$ cat src/rtl/ctrl_seq_pkg.sv
// Shared types and constants for the hardwired control sequencer: state encoding,
// opcode map, ALU codes and IR field positions.
package ctrl_seq_pkg;

  localparam int unsigned WORD_W     = 32;
  localparam int unsigned REG_SEL_W  = 4;
  localparam int unsigned ALU_CTRL_W = 4;
  localparam int unsigned OPCODE_W   = 5;

  localparam int unsigned IrOpMsb = 31;
  localparam int unsigned IrOpLsb = 27;
  localparam int unsigned IrRaMsb = 26;
  localparam int unsigned IrRaLsb = 23;
  localparam int unsigned IrRbMsb = 22;
  localparam int unsigned IrRbLsb = 19;
  localparam int unsigned IrRcMsb = 18;
  localparam int unsigned IrRcLsb = 15;

  typedef enum logic [3:0] {
    StIdle, StT0, StT1, StMemw, StT2, StDec, StT3, StT4, StT5, StT6, StHalt
  } state_e;

  localparam logic [OPCODE_W-1:0] OpAnd  = 5'b00001;
  localparam logic [OPCODE_W-1:0] OpOr   = 5'b00010;
  localparam logic [OPCODE_W-1:0] OpShl  = 5'b00100;
  localparam logic [OPCODE_W-1:0] OpShr  = 5'b00101;
  localparam logic [OPCODE_W-1:0] OpRor  = 5'b00110;
  localparam logic [OPCODE_W-1:0] OpRol  = 5'b00111;
  localparam logic [OPCODE_W-1:0] OpAdd  = 5'b01000;
  localparam logic [OPCODE_W-1:0] OpSub  = 5'b01001;
  localparam logic [OPCODE_W-1:0] OpMul  = 5'b01010;
  localparam logic [OPCODE_W-1:0] OpDiv  = 5'b01011;
  localparam logic [OPCODE_W-1:0] OpNeg  = 5'b01100;
  localparam logic [OPCODE_W-1:0] OpNot  = 5'b01101;
  localparam logic [OPCODE_W-1:0] OpHalt = 5'b11111;

  localparam logic [ALU_CTRL_W-1:0] AluAnd = 4'h1;
  localparam logic [ALU_CTRL_W-1:0] AluOr  = 4'h2;
  localparam logic [ALU_CTRL_W-1:0] AluShl = 4'h4;
  localparam logic [ALU_CTRL_W-1:0] AluShr = 4'h5;
  localparam logic [ALU_CTRL_W-1:0] AluRor = 4'h6;
  localparam logic [ALU_CTRL_W-1:0] AluRol = 4'h7;
  localparam logic [ALU_CTRL_W-1:0] AluAdd = 4'h8;
  localparam logic [ALU_CTRL_W-1:0] AluSub = 4'h9;
  localparam logic [ALU_CTRL_W-1:0] AluMul = 4'hA;
  localparam logic [ALU_CTRL_W-1:0] AluDiv = 4'hB;
  localparam logic [ALU_CTRL_W-1:0] AluNeg = 4'hC;
  localparam logic [ALU_CTRL_W-1:0] AluNot = 4'hD;

  // The ALU code is the low nibble of the opcode by construction of the opcode map.
  function automatic logic [ALU_CTRL_W-1:0] alu_code(logic [OPCODE_W-1:0] op);
    return op[ALU_CTRL_W-1:0];
  endfunction

endpackage

$ cat src/rtl/ctrl_seq_if.sv
// Control bundle between the sequencer (master) and the datapath (slave).
interface ctrl_seq_if;
  import ctrl_seq_pkg::*;

  logic                  run;
  logic [WORD_W-1:0]     ir;
  logic                  mem_ready;

  logic                  pc_out, zlow_out, zhigh_out, mdr_out;
  logic                  reg_out_en;
  logic [REG_SEL_W-1:0]  reg_out_sel;
  logic                  pc_in, mar_in, mdr_in, ir_in, y_in, z_in, hi_in, lo_in;
  logic                  reg_in_en;
  logic [REG_SEL_W-1:0]  reg_in_sel;
  logic                  inc_pc;
  logic                  mem_read;
  logic [ALU_CTRL_W-1:0] alu_ctrl;
  logic                  instr_done;
  logic                  illegal_op;
  logic                  halted;

  modport master (
    input  run, ir, mem_ready,
    output pc_out, zlow_out, zhigh_out, mdr_out, reg_out_en, reg_out_sel,
           pc_in, mar_in, mdr_in, ir_in, y_in, z_in, hi_in, lo_in, reg_in_en, reg_in_sel,
           inc_pc, mem_read, alu_ctrl, instr_done, illegal_op, halted
  );

  modport slave (
    output run, ir, mem_ready,
    input  pc_out, zlow_out, zhigh_out, mdr_out, reg_out_en, reg_out_sel,
           pc_in, mar_in, mdr_in, ir_in, y_in, z_in, hi_in, lo_in, reg_in_en, reg_in_sel,
           inc_pc, mem_read, alu_ctrl, instr_done, illegal_op, halted
  );

endinterface

$ cat src/rtl/instr_decode.sv
// Opcode classifier: splits the opcode space into binary ALU, unary, MUL/DIV, HALT, illegal.
module instr_decode
  import ctrl_seq_pkg::*;
(
  input  logic [OPCODE_W-1:0] opcode,
  output logic                is_binary,
  output logic                is_unary,
  output logic                is_muldiv,
  output logic                is_halt,
  output logic                is_illegal
);

  always_comb begin
    is_binary  = 1'b0;
    is_unary   = 1'b0;
    is_muldiv  = 1'b0;
    is_halt    = 1'b0;
    is_illegal = 1'b0;
    case (opcode)
      OpAnd, OpOr, OpShl, OpShr, OpRor, OpRol, OpAdd, OpSub: is_binary = 1'b1;
      OpNeg, OpNot:                                           is_unary  = 1'b1;
      OpMul, OpDiv:                                           is_muldiv = 1'b1;
      OpHalt:                                                 is_halt   = 1'b1;
      default:                                                is_illegal = 1'b1;
    endcase
  end

endmodule

$ cat src/rtl/ctrl_sequencer.sv
// Hardwired fetch/decode/execute control sequencer (Moore outputs).
// Optional performance counters are enabled with `define CTRL_SEQ_PERF_CNT_EN.
module ctrl_sequencer
  import ctrl_seq_pkg::*;
(
  input  logic        clk,
  input  logic        reset,
  ctrl_seq_if.master  ctl
`ifdef CTRL_SEQ_PERF_CNT_EN
  ,
  output logic [31:0] instr_count,
  output logic [31:0] stall_count
`endif
);

  state_e state_q, state_d;

  logic [OPCODE_W-1:0]  opcode;
  logic [REG_SEL_W-1:0] ra, rb, rc;
  logic                 is_binary, is_unary, is_muldiv, is_halt, is_illegal;
  logic                 unused_ir;

  assign opcode    = ctl.ir[IrOpMsb:IrOpLsb];
  assign ra        = ctl.ir[IrRaMsb:IrRaLsb];
  assign rb        = ctl.ir[IrRbMsb:IrRbLsb];
  assign rc        = ctl.ir[IrRcMsb:IrRcLsb];
  assign unused_ir = ^ctl.ir[IrRcLsb-1:0];

  instr_decode u_decode (
    .opcode     (opcode),
    .is_binary  (is_binary),
    .is_unary   (is_unary),
    .is_muldiv  (is_muldiv),
    .is_halt    (is_halt),
    .is_illegal (is_illegal)
  );

  always_ff @(posedge clk) begin
    if (reset) state_q <= StIdle;
    else       state_q <= state_d;
  end

  always_comb begin
    state_d         = state_q;
    ctl.pc_out      = 1'b0;
    ctl.zlow_out    = 1'b0;
    ctl.zhigh_out   = 1'b0;
    ctl.mdr_out     = 1'b0;
    ctl.reg_out_en  = 1'b0;
    ctl.reg_out_sel = '0;
    ctl.pc_in       = 1'b0;
    ctl.mar_in      = 1'b0;
    ctl.mdr_in      = 1'b0;
    ctl.ir_in       = 1'b0;
    ctl.y_in        = 1'b0;
    ctl.z_in        = 1'b0;
    ctl.hi_in       = 1'b0;
    ctl.lo_in       = 1'b0;
    ctl.reg_in_en   = 1'b0;
    ctl.reg_in_sel  = '0;
    ctl.inc_pc      = 1'b0;
    ctl.mem_read    = 1'b0;
    ctl.alu_ctrl    = '0;
    ctl.instr_done  = 1'b0;
    ctl.illegal_op  = 1'b0;
    ctl.halted      = 1'b0;

    unique case (state_q)
      StIdle: if (ctl.run) state_d = StT0;
      StT0: begin
        ctl.pc_out = 1'b1;
        ctl.mar_in = 1'b1;
        ctl.inc_pc = 1'b1;
        ctl.z_in   = 1'b1;
        state_d    = StT1;
      end
      StT1: begin
        ctl.zlow_out = 1'b1;
        ctl.pc_in    = 1'b1;
        ctl.mem_read = 1'b1;
        ctl.mdr_in   = 1'b1;
        state_d      = StMemw;
      end
      // Always at least one wait cycle, even if memory was already ready in T1.
      StMemw: begin
        ctl.mem_read = 1'b1;
        ctl.mdr_in   = 1'b1;
        if (ctl.mem_ready) state_d = StT2;
      end
      StT2: begin
        ctl.mdr_out = 1'b1;
        ctl.ir_in   = 1'b1;
        state_d     = StDec;
      end
      StDec: begin
        if (is_illegal) begin
          ctl.illegal_op = 1'b1;
          ctl.instr_done = 1'b1;
          state_d        = ctl.run ? StT0 : StIdle;
        end else if (is_halt) begin
          state_d = StHalt;
        end else begin
          state_d = StT3;
        end
      end
      StT3: begin
        ctl.reg_out_en  = 1'b1;
        ctl.reg_out_sel = rb;
        ctl.y_in        = 1'b1;
        state_d         = StT4;
      end
      StT4: begin
        ctl.reg_out_en  = 1'b1;
        ctl.reg_out_sel = is_unary ? rb : rc;
        ctl.z_in        = 1'b1;
        ctl.alu_ctrl    = alu_code(opcode);
        state_d         = StT5;
      end
      StT5: begin
        ctl.zlow_out = 1'b1;
        if (is_muldiv) begin
          ctl.lo_in = 1'b1;
          state_d   = StT6;
        end else begin
          ctl.reg_in_en  = 1'b1;
          ctl.reg_in_sel = ra;
          ctl.instr_done = 1'b1;
          state_d        = ctl.run ? StT0 : StIdle;
        end
      end
      StT6: begin
        ctl.zhigh_out  = 1'b1;
        ctl.hi_in      = 1'b1;
        ctl.instr_done = 1'b1;
        state_d        = ctl.run ? StT0 : StIdle;
      end
      StHalt:  ctl.halted = 1'b1;
      default: state_d = StIdle;
    endcase
  end

`ifdef CTRL_SEQ_PERF_CNT_EN
  logic [31:0] instr_count_q, stall_count_q;

  always_ff @(posedge clk) begin
    if (reset) begin
      instr_count_q <= '0;
      stall_count_q <= '0;
    end else begin
      if (ctl.instr_done) instr_count_q <= instr_count_q + 32'd1;
      if (state_q == StMemw && !ctl.mem_ready) stall_count_q <= stall_count_q + 32'd1;
    end
  end

  assign instr_count = instr_count_q;
  assign stall_count = stall_count_q;
`endif

  // is_binary is implied by the absence of the other classes in the state logic.
  logic unused_class;
  assign unused_class = is_binary;

endmodule

$ cat src/flat_wrapper.sv
// flat-port wrapper written by rule: the top's interface ports become plain ports
module ctrl_sequencer_flat import ctrl_seq_pkg::*;
  (clk, reset, ctl_run, ctl_ir, ctl_mem_ready, ctl_pc_out, ctl_zlow_out, ctl_zhigh_out, ctl_mdr_out, ctl_reg_out_en, ctl_reg_out_sel, ctl_pc_in, ctl_mar_in, ctl_mdr_in, ctl_ir_in, ctl_y_in, ctl_z_in, ctl_hi_in, ctl_lo_in, ctl_reg_in_en, ctl_reg_in_sel, ctl_inc_pc, ctl_mem_read, ctl_alu_ctrl, ctl_instr_done, ctl_illegal_op, ctl_halted);
  ctrl_seq_if ctl_i ();
  input  logic clk;
  input  logic reset;
  input wire logic [$bits(ctl_i.run)-1:0] ctl_run;
  input wire logic [$bits(ctl_i.ir)-1:0] ctl_ir;
  input wire logic [$bits(ctl_i.mem_ready)-1:0] ctl_mem_ready;
  output wire logic [$bits(ctl_i.pc_out)-1:0] ctl_pc_out;
  output wire logic [$bits(ctl_i.zlow_out)-1:0] ctl_zlow_out;
  output wire logic [$bits(ctl_i.zhigh_out)-1:0] ctl_zhigh_out;
  output wire logic [$bits(ctl_i.mdr_out)-1:0] ctl_mdr_out;
  output wire logic [$bits(ctl_i.reg_out_en)-1:0] ctl_reg_out_en;
  output wire logic [$bits(ctl_i.reg_out_sel)-1:0] ctl_reg_out_sel;
  output wire logic [$bits(ctl_i.pc_in)-1:0] ctl_pc_in;
  output wire logic [$bits(ctl_i.mar_in)-1:0] ctl_mar_in;
  output wire logic [$bits(ctl_i.mdr_in)-1:0] ctl_mdr_in;
  output wire logic [$bits(ctl_i.ir_in)-1:0] ctl_ir_in;
  output wire logic [$bits(ctl_i.y_in)-1:0] ctl_y_in;
  output wire logic [$bits(ctl_i.z_in)-1:0] ctl_z_in;
  output wire logic [$bits(ctl_i.hi_in)-1:0] ctl_hi_in;
  output wire logic [$bits(ctl_i.lo_in)-1:0] ctl_lo_in;
  output wire logic [$bits(ctl_i.reg_in_en)-1:0] ctl_reg_in_en;
  output wire logic [$bits(ctl_i.reg_in_sel)-1:0] ctl_reg_in_sel;
  output wire logic [$bits(ctl_i.inc_pc)-1:0] ctl_inc_pc;
  output wire logic [$bits(ctl_i.mem_read)-1:0] ctl_mem_read;
  output wire logic [$bits(ctl_i.alu_ctrl)-1:0] ctl_alu_ctrl;
  output wire logic [$bits(ctl_i.instr_done)-1:0] ctl_instr_done;
  output wire logic [$bits(ctl_i.illegal_op)-1:0] ctl_illegal_op;
  output wire logic [$bits(ctl_i.halted)-1:0] ctl_halted;
  assign ctl_i.run = ctl_run;
  assign ctl_i.ir = ctl_ir;
  assign ctl_i.mem_ready = ctl_mem_ready;
  assign ctl_pc_out = ctl_i.pc_out;
  assign ctl_zlow_out = ctl_i.zlow_out;
  assign ctl_zhigh_out = ctl_i.zhigh_out;
  assign ctl_mdr_out = ctl_i.mdr_out;
  assign ctl_reg_out_en = ctl_i.reg_out_en;
  assign ctl_reg_out_sel = ctl_i.reg_out_sel;
  assign ctl_pc_in = ctl_i.pc_in;
  assign ctl_mar_in = ctl_i.mar_in;
  assign ctl_mdr_in = ctl_i.mdr_in;
  assign ctl_ir_in = ctl_i.ir_in;
  assign ctl_y_in = ctl_i.y_in;
  assign ctl_z_in = ctl_i.z_in;
  assign ctl_hi_in = ctl_i.hi_in;
  assign ctl_lo_in = ctl_i.lo_in;
  assign ctl_reg_in_en = ctl_i.reg_in_en;
  assign ctl_reg_in_sel = ctl_i.reg_in_sel;
  assign ctl_inc_pc = ctl_i.inc_pc;
  assign ctl_mem_read = ctl_i.mem_read;
  assign ctl_alu_ctrl = ctl_i.alu_ctrl;
  assign ctl_instr_done = ctl_i.instr_done;
  assign ctl_illegal_op = ctl_i.illegal_op;
  assign ctl_halted = ctl_i.halted;
  ctrl_sequencer u_core (.clk(clk), .reset(reset), .ctl(ctl_i));
endmodule
$ cat config.mk
export PLATFORM = sky130hd
export DESIGN_NAME = ctrl_sequencer_flat
export DESIGN_NICKNAME = d
export VERILOG_FILES = /design/src/rtl/ctrl_seq_pkg.sv /design/src/rtl/ctrl_seq_if.sv /design/src/rtl/instr_decode.sv /design/src/rtl/ctrl_sequencer.sv /design/src/flat_wrapper.sv
export SDC_FILE = /design/constraint.sdc
export NUM_CORES = 1
export LEC_CHECK = 0
export BUFFER_PORTS_ARGS = -buffer_cell sky130_fd_sc_hd__buf_4
export CELL_PAD_IN_SITES_DETAIL_PLACEMENT = 1
export CELL_PAD_IN_SITES_GLOBAL_PLACEMENT = 1
export CORE_MARGIN = 5
export CORE_UTILIZATION = 20
export DETAILED_ROUTE_END_ITERATION = 6
export HOLD_SLACK_MARGIN = 0.06
export PLACE_DENSITY_LB_ADDON = 0.1
export SETUP_SLACK_MARGIN = 0.15
export SYNTH_ARGS = -nofsm -noshare
export SYNTH_HDL_FRONTEND = slang
export SYNTH_SLANG_ARGS = --single-unit
export TNS_END_PERCENT = 100
$ cat constraint.sdc
create_clock -name clk -period 1.5 [get_ports clk]
set_input_delay 0.3 -clock clk [delete_from_list [all_inputs] [get_ports clk]]
set_output_delay 0.3 -clock clk [all_outputs]
set_load 0.01 [all_outputs]
==> reports/summary.txt, run 1 <==
# nets final = 212
overall die area = 0.00460 mm^2
Final setup viols = 26
Worst EP required = 1200 ps
final setup margin = -161 ps
Final Cycle Share = 111%
crit path capture type = output pin
RSZ-0062 raised after global routing = true
Largest regs = u_core.state_q x4
Max Clk Rate = 602 MHz
clock-pin slew on the worst setup and hold paths = 30 ps
R2R depth = 6
Worst Hold End = u_core.state_q[0]
Worst R2R End = u_core.state_q[0]
core area = 0.00328 mm^2
via count of the first global-routing pass = 1072
critical path class = in2out
unique cell type count in the Yosys netlist = 43
final wirelength = 3.12 mm
clock share of power = 14.8%
number of flip-flops in the largest register = 4
final hold violation count = 0
CP Launch Type = primary input
# DRC = 0
Post-Place Cells = 200
sequential power share = 16.2%
most common cell after layout, fill and taps aside = buf_4
Syn Area/Cell = 7.34 um^2
CTS tree = yes
Biggest register = u_core.state_q
initial antenna violation count = 0
worst skew pair latency = 230 ps
fin util = 52.0%
total power = 876 uW
port bufs = 51
Cell Rows = 21
Finished Cell Area = 0.00171 mm^2
die width = 67.8 um
hold slack = 252 ps
Worst Max-Slew Pin Slew = 362 ps
internal power = 549 uW
Hold Path Stages = 2
outcome = complete, but fails checks
critical path arrival = 1360 ps
post-route insts no fill = 220
htree depth = 1
Clock Tree Buf Depth = 2
Mapped Area = 668 um^2
max_slew headroom = 75.9%
Seq/Total Area, Yosys = 12.0%
WL/cell = 14.2 um
R2R Setup Slk = -50 ps
hold_sp = reset
DR pass1 iterations = 6
most frequent cells in the layout = buf_4, buf_6, nor2_1
# IOs = 67
Area Overhead vs Synth = 156%
worst hold path type = in2reg
vias = 1003
Post-CTS Hold Fix Bufs = 0
max-slew violations = 0
PD cells = 513 mW/mm^2
VDD IR max = 0.166 mV
die height = 67.8 um
gr usage total = 13.8%
Antenna diodes = 0
layout cells sized above 1 = 78.7%
net switching power = 327 uW
Worst Path Max Fanout = 6
Final Skew = 4.88 ps
Initial Utilization = 20.3%
leak pwr = 0.787 nW
worst flop-to-flop path startpoint = u_core.state_q[0]
Yosys reg bits = 4
number of synthesis warnings = 0
failing checks = setup timing
sw frac = 37.4%
pre-CTS setup slack = -167 ps
Final TNS setup = -2090 ps
Post-DP HPWL = 2.33 mm
syn_nets = 127
Post-Syn Instances = 91
Antenna Nets Post-Route = 0
gpl congestion = 0.751
Final min period = 1660 ps
gr ovfl total = 0
maxcap violations = 0
largest net degree at the start of global routing = 13
initial DRC count = 36
clk root buf = clkbuf_4
total clock sinks = 4
fillcell total = 395
CTS Buf Count = 3
first-pass GRT wire length = 4.87 mm
combinational share of power = 69.0%
Vias/cell = 4.56
Area after DPL = 0.00126 mm^2
routing by layer:
layer  GRT usage (%)  vias up  share of wire (%)
li1                -      499                  -
met4            1.49        0                  0
met2            25.4       34                 50
met1            16.8      470                 44
met3            2.66        0                6.0
met5               0        -                  0
what timing repair did:
action / 4_1_cts / 5_1_grt
pin swaps: 24 / 12
resized for setup: 67 / 19
endpoints found under the setup margin: 33 / 34
setup buffers: 13 / 4
critical path, cell delays in order:
cell and delay, ps:
buf_4 130, buf_4 140, o31ai_4 320, mux2i_1 280, nor2_2 70, buf_6 120
synthesized netlist by cell type (all sizes together):
cell	instances	share of area, %
nor2	16	9.0
buf	10	11
nor3	6	5.2
and2	5	4.7
and3	5	4.7
nand2	5	2.8
dfxtp	4	12
mux2i	4	6.0
nand2b	4	4.1
inv	3	1.7
a211oi	2	3.0
a21oi	2	2.1
and4	2	2.6
o21a	2	2.4
o32a	2	3.2
a211o	1	1.3
a21boi	1	1.1
a21o	1	1.1
a22oi	1	1.1
a311oi	1	1.3
a31oi	1	0.94
and4bb	1	1.9
nand3	1	0.75
nand4bb	1	1.7
nor4bb	1	1.5
o211ai	1	1.1
o21ai	1	0.75
o221ai	1	2.2
o22ai	1	0.94
o31ai	1	3.2
or2	1	0.94
or2b	1	1.3
or3	1	0.94
or4	1	1.7
how the worst max path moves through the flow:
stage | cells past startpoint | startpoint | slack [ps] | end
3_3_place_gp | 6 | ctl_ir[30] | -160 | ctl_instr_done
4_1_cts | 5 | u_core.state_q[3] | -180 | ctl_alu_ctrl[1]
3_5_place_dp | 6 | ctl_ir[28] | -170 | ctl_reg_out_sel[1]
5_1_grt | 6 | ctl_ir[28] | -220 | ctl_reg_out_sel[1]
6_report | 6 | ctl_ir[28] | -160 | ctl_reg_out_sel[1]
2_1_floorplan | 5 | u_core.state_q[0] | 70 | ctl_mdr_out
final cells by class:
class | count | area [um^2] | area share, %
Multi-Input combinational cell | 74 | 683 | 40.0
Timing Repair Buffer | 90 | 835 | 48.8
Inverter | 3 | 16.3 | 0.952
Sequential cell | 4 | 95.1 | 5.56
Clock buffer | 3 | 22.5 | 1.32
Tap cell | 46 | 57.6 | 3.37
logic make-up (layout without fill, tap and decap cells):
kind of cell | count (synthesis) | after routing | share of synthesized area (%)
AOI/OAI and AO/OA | 19 | 19 | 25.8
buffers and inverters | 13 | 96 | 12.4
muxes | 4 | 4 | 5.99
DFF | 4 | 4 | 12.0
and+or+nand+nor | 51 | 51 | 43.8
power by group through the flow:
stage | registers [mW] | clock network, mW | logic (mW)
CTS | 0.141 | 0.133 | 0.575
floorplan | 0.129 | 0 | 0.240
detailed placement | 0.139 | 0 | 0.413
finish | 0.142 | 0.130 | 0.604
global route | 0.143 | 0.141 | 0.645
global placement | 0.140 | 0 | 0.405
Power figures use the tool's default switching activity.
==> run 2, diff against run 1 <==
--- a/config.mk
+++ b/config.mk
@@ -13,7 +13,7 @@
 export DETAILED_ROUTE_END_ITERATION = 6
 export HOLD_SLACK_MARGIN = 0.06
 export PLACE_DENSITY_LB_ADDON = 0.1
-export SETUP_SLACK_MARGIN = 0.15
+export SETUP_SLACK_MARGIN = 0.3
 export SYNTH_ARGS = -nofsm -noshare
 export SYNTH_HDL_FRONTEND = slang
 export SYNTH_SLANG_ARGS = --single-unit
==> run 2 against run 1 <==
Effect of this change: the flow still finishes with violations (setup timing); via count increased by 2.9%; clock power increased by 10%; worst hold slack lost 2.3 ps; flip-flop and latch count is the same; critical path type is now reg2out; final area up 4.8%; final cell count increased by 3.6%; global-route usage is 0.96 points higher; critical path depth fell by 1; first-iteration DRC count decreased by 83%; die area unchanged; highest routed layer is now met4; sequential power about the same.
==> reports/summary.txt, run 2 (synthesis results as in run 1) <==
max_slew headroom = 77.2% (+1.4 points)
max-slew violations = 0 (unchanged)
final hold violation count = 0 (unchanged)
Max Clk Rate = 605 MHz (+0.51%)
largest net degree at the start of global routing = 13 (unchanged)
Antenna diodes = 0 (unchanged)
maxcap violations = 0 (unchanged)
failing checks = setup timing
RSZ-0062 raised after global routing = true
WL/cell = 14.6 um (+2.8%)
die width = 67.8 um (unchanged)
worst skew pair latency = 230 ps (about the same)
core area = 0.00328 mm^2 (unchanged)
CTS tree = yes
gpl congestion = 0.771 (+2.6%)
critical path arrival = 1350 ps (about the same)
port bufs = 51 (unchanged)
number of flip-flops in the largest register = 4 (unchanged)
hold_sp = reset
Final Skew = 8.86 ps (+3.98 ps)
leak pwr = 0.852 nW (+8.2%)
Vias/cell = 4.53 (-0.72%)
CP delay by family, top = simple AND/OR/NAND/NOR gates
Slowest-stage cell, CP = dfxtp_4
Clock Tree Buf Depth = 2 (unchanged)
Antenna Nets Post-Route = 0 (unchanged)
CP Launch Type = register
gr ovfl total = 0 (unchanged)
htree depth = 1 (unchanged)
clock-pin slew on the worst setup and hold paths = 40 ps (about the same)
first-pass GRT wire length = 5.29 mm (+8.5%)
CTS Buf Count = 3 (unchanged)
Worst R2R End = u_core.state_q[0]
worst hold path type = in2reg
overall die area = 0.00460 mm^2 (unchanged)
Multi-input gate area = 696 um^2 (+1.8%)
Hold Path Stages = 2 (unchanged)
initial DRC count = 6 (-83%)
Worst Hold End = u_core.state_q[0]
critical path class = reg2out
Final setup viols = 29 (+12%)
outcome = complete, but fails checks
Final Cycle Share = 110% (-0.56 points)
final wirelength = 3.32 mm (+6.6%)
Post-DP HPWL = 2.34 mm (+0.40%)
Worst Path Max Fanout = 6 (unchanged)
Worst EP required = 1200 ps (about the same)
Largest regs = u_core.state_q x4
total power = 951 uW (+8.6%)
Post-Place Cells = 198 (-1.0%)
final setup margin = -153 ps (+8.47 ps)
R2R depth = 5 (-1)
CP bufs+invs = 2 (-1)
hold slack = 250 ps (-2.27 ps)
die height = 67.8 um (unchanged)
Final TNS setup = -2910 ps (-822 ps)
Register Area = 95.1 um^2 (unchanged)
VDD IR max = 0.239 mV (+44%)
# IOs = 67 (unchanged)
crit path capture type = output pin
Final min period = 1650 ps (-8.47 ps)
# nets final = 219 (+3.3%)
Biggest register = u_core.state_q
most common cell after layout, fill and taps aside = buf_4
Area Overhead vs Synth = 168%
DR pass1 iterations = 2 (-4)
total clock sinks = 4 (unchanged)
fillcell total = 373 (-5.6%)
Worst Max-Slew Pin Slew = 341 ps (-20.8 ps)
crit path cell chain = nand2b_4 -> or2_4 -> inv_4 -> and3_4 -> buf_6
R2R Setup Slk = -30 ps (+20 ps)
CP max stage delay = 360 ps (+40 ps)
Cell Rows = 21 (unchanged)
gr usage total = 14.7% (+0.96 points)
Initial Utilization = 20.3% (unchanged)
post-route insts no fill = 228 (+3.6%)
via count of the first global-routing pass = 1082 (+0.93%)
initial antenna violation count = 0 (unchanged)
pre-CTS setup slack = -133 ps (+33.3 ps)
worst flop-to-flop path startpoint = u_core.state_q[3]
most frequent cells in the layout = buf_4, buf_6, nor2_1
clk root buf = clkbuf_4
layout cells sized above 1 = 81.9% (+3.1 points)
# DRC = 0 (unchanged)
vias = 1032 (+2.9%)
PD cells = 531 mW/mm^2 (+3.6%)
run 2: cell count changes in the layout (fill, tap and decap cells not counted), sizes merged:
cell | previous run | this run
buf | 90 | 97
clkbuf | 3 | 4
run 2: power by group:
group | switching (mW) | leakage, nW | internal (mW) | total, mW
logic | 0.267 | 0.801 | 0.396 | 0.663
registers | 0.0270 | 0.0356 | 0.118 | 0.145
clock network | 0.0429 | 0.0150 | 0.0997 | 0.143
run 2: worst register-to-register path: stages (launching register included):
cell	delay (ps)
dfxtp_4	360
buf_4	140
or4_4	520
o221ai_2	180
o32a_2	170
a21oi_2	40
run 2: how the worst max path moves through the flow:
| stage | startpoint | to | slack, ps | cells after the start |
|---|---|---|---|---|
| after floorplan | u_core.state_q[0] | ctl_reg_in_sel[0] | 110 | 5 |
| after global placement | ctl_ir[30] | ctl_instr_done | -140 | 6 |
| after detailed placement | ctl_ir[30] | ctl_instr_done | -130 | 6 |
| after CTS | u_core.state_q[3] | ctl_alu_ctrl[0] | -160 | 5 |
| after global routing | u_core.state_q[3] | ctl_alu_ctrl[2] | -210 | 5 |
| final | u_core.state_q[3] | ctl_alu_ctrl[0] | -150 | 5 |
run 2: area by class of cell:
cell class,instances,share of cell area (%)
inverters,3,0.768
clock buffers,4,1.47
well taps,46,3.21
flip-flops and latches,4,5.31
repair buffers,97,50.4
multi-input cells,74,38.8
run 2: per-stage QoR:
step | utilization, % | area [um^2]
detailed placement | 39.4 | 1290
CTS | 50.9 | 1670
finish | 54.6 | 1790
global route | 54.6 | 1790
floorplan | - | 806
global placement | 39.4 | 1290
run 2: metal layers:
layer | share of wire, % | track usage (%)
met2 | 52 | 27.8
met1 | 41 | 17.3
met3 | 6.5 | 2.83
met5 | 0 | 0
met4 | 0.45 | 2.23
run 2: timing repair:
item	4_1_cts	5_1_grt
gates cloned	0	0
pin swaps	23	19
setup buffers	18	8
gates resized for setup	56	13
endpoints found under the hold margin	0	0
setup endpoints to repair	34	34
hold buffers	0	0
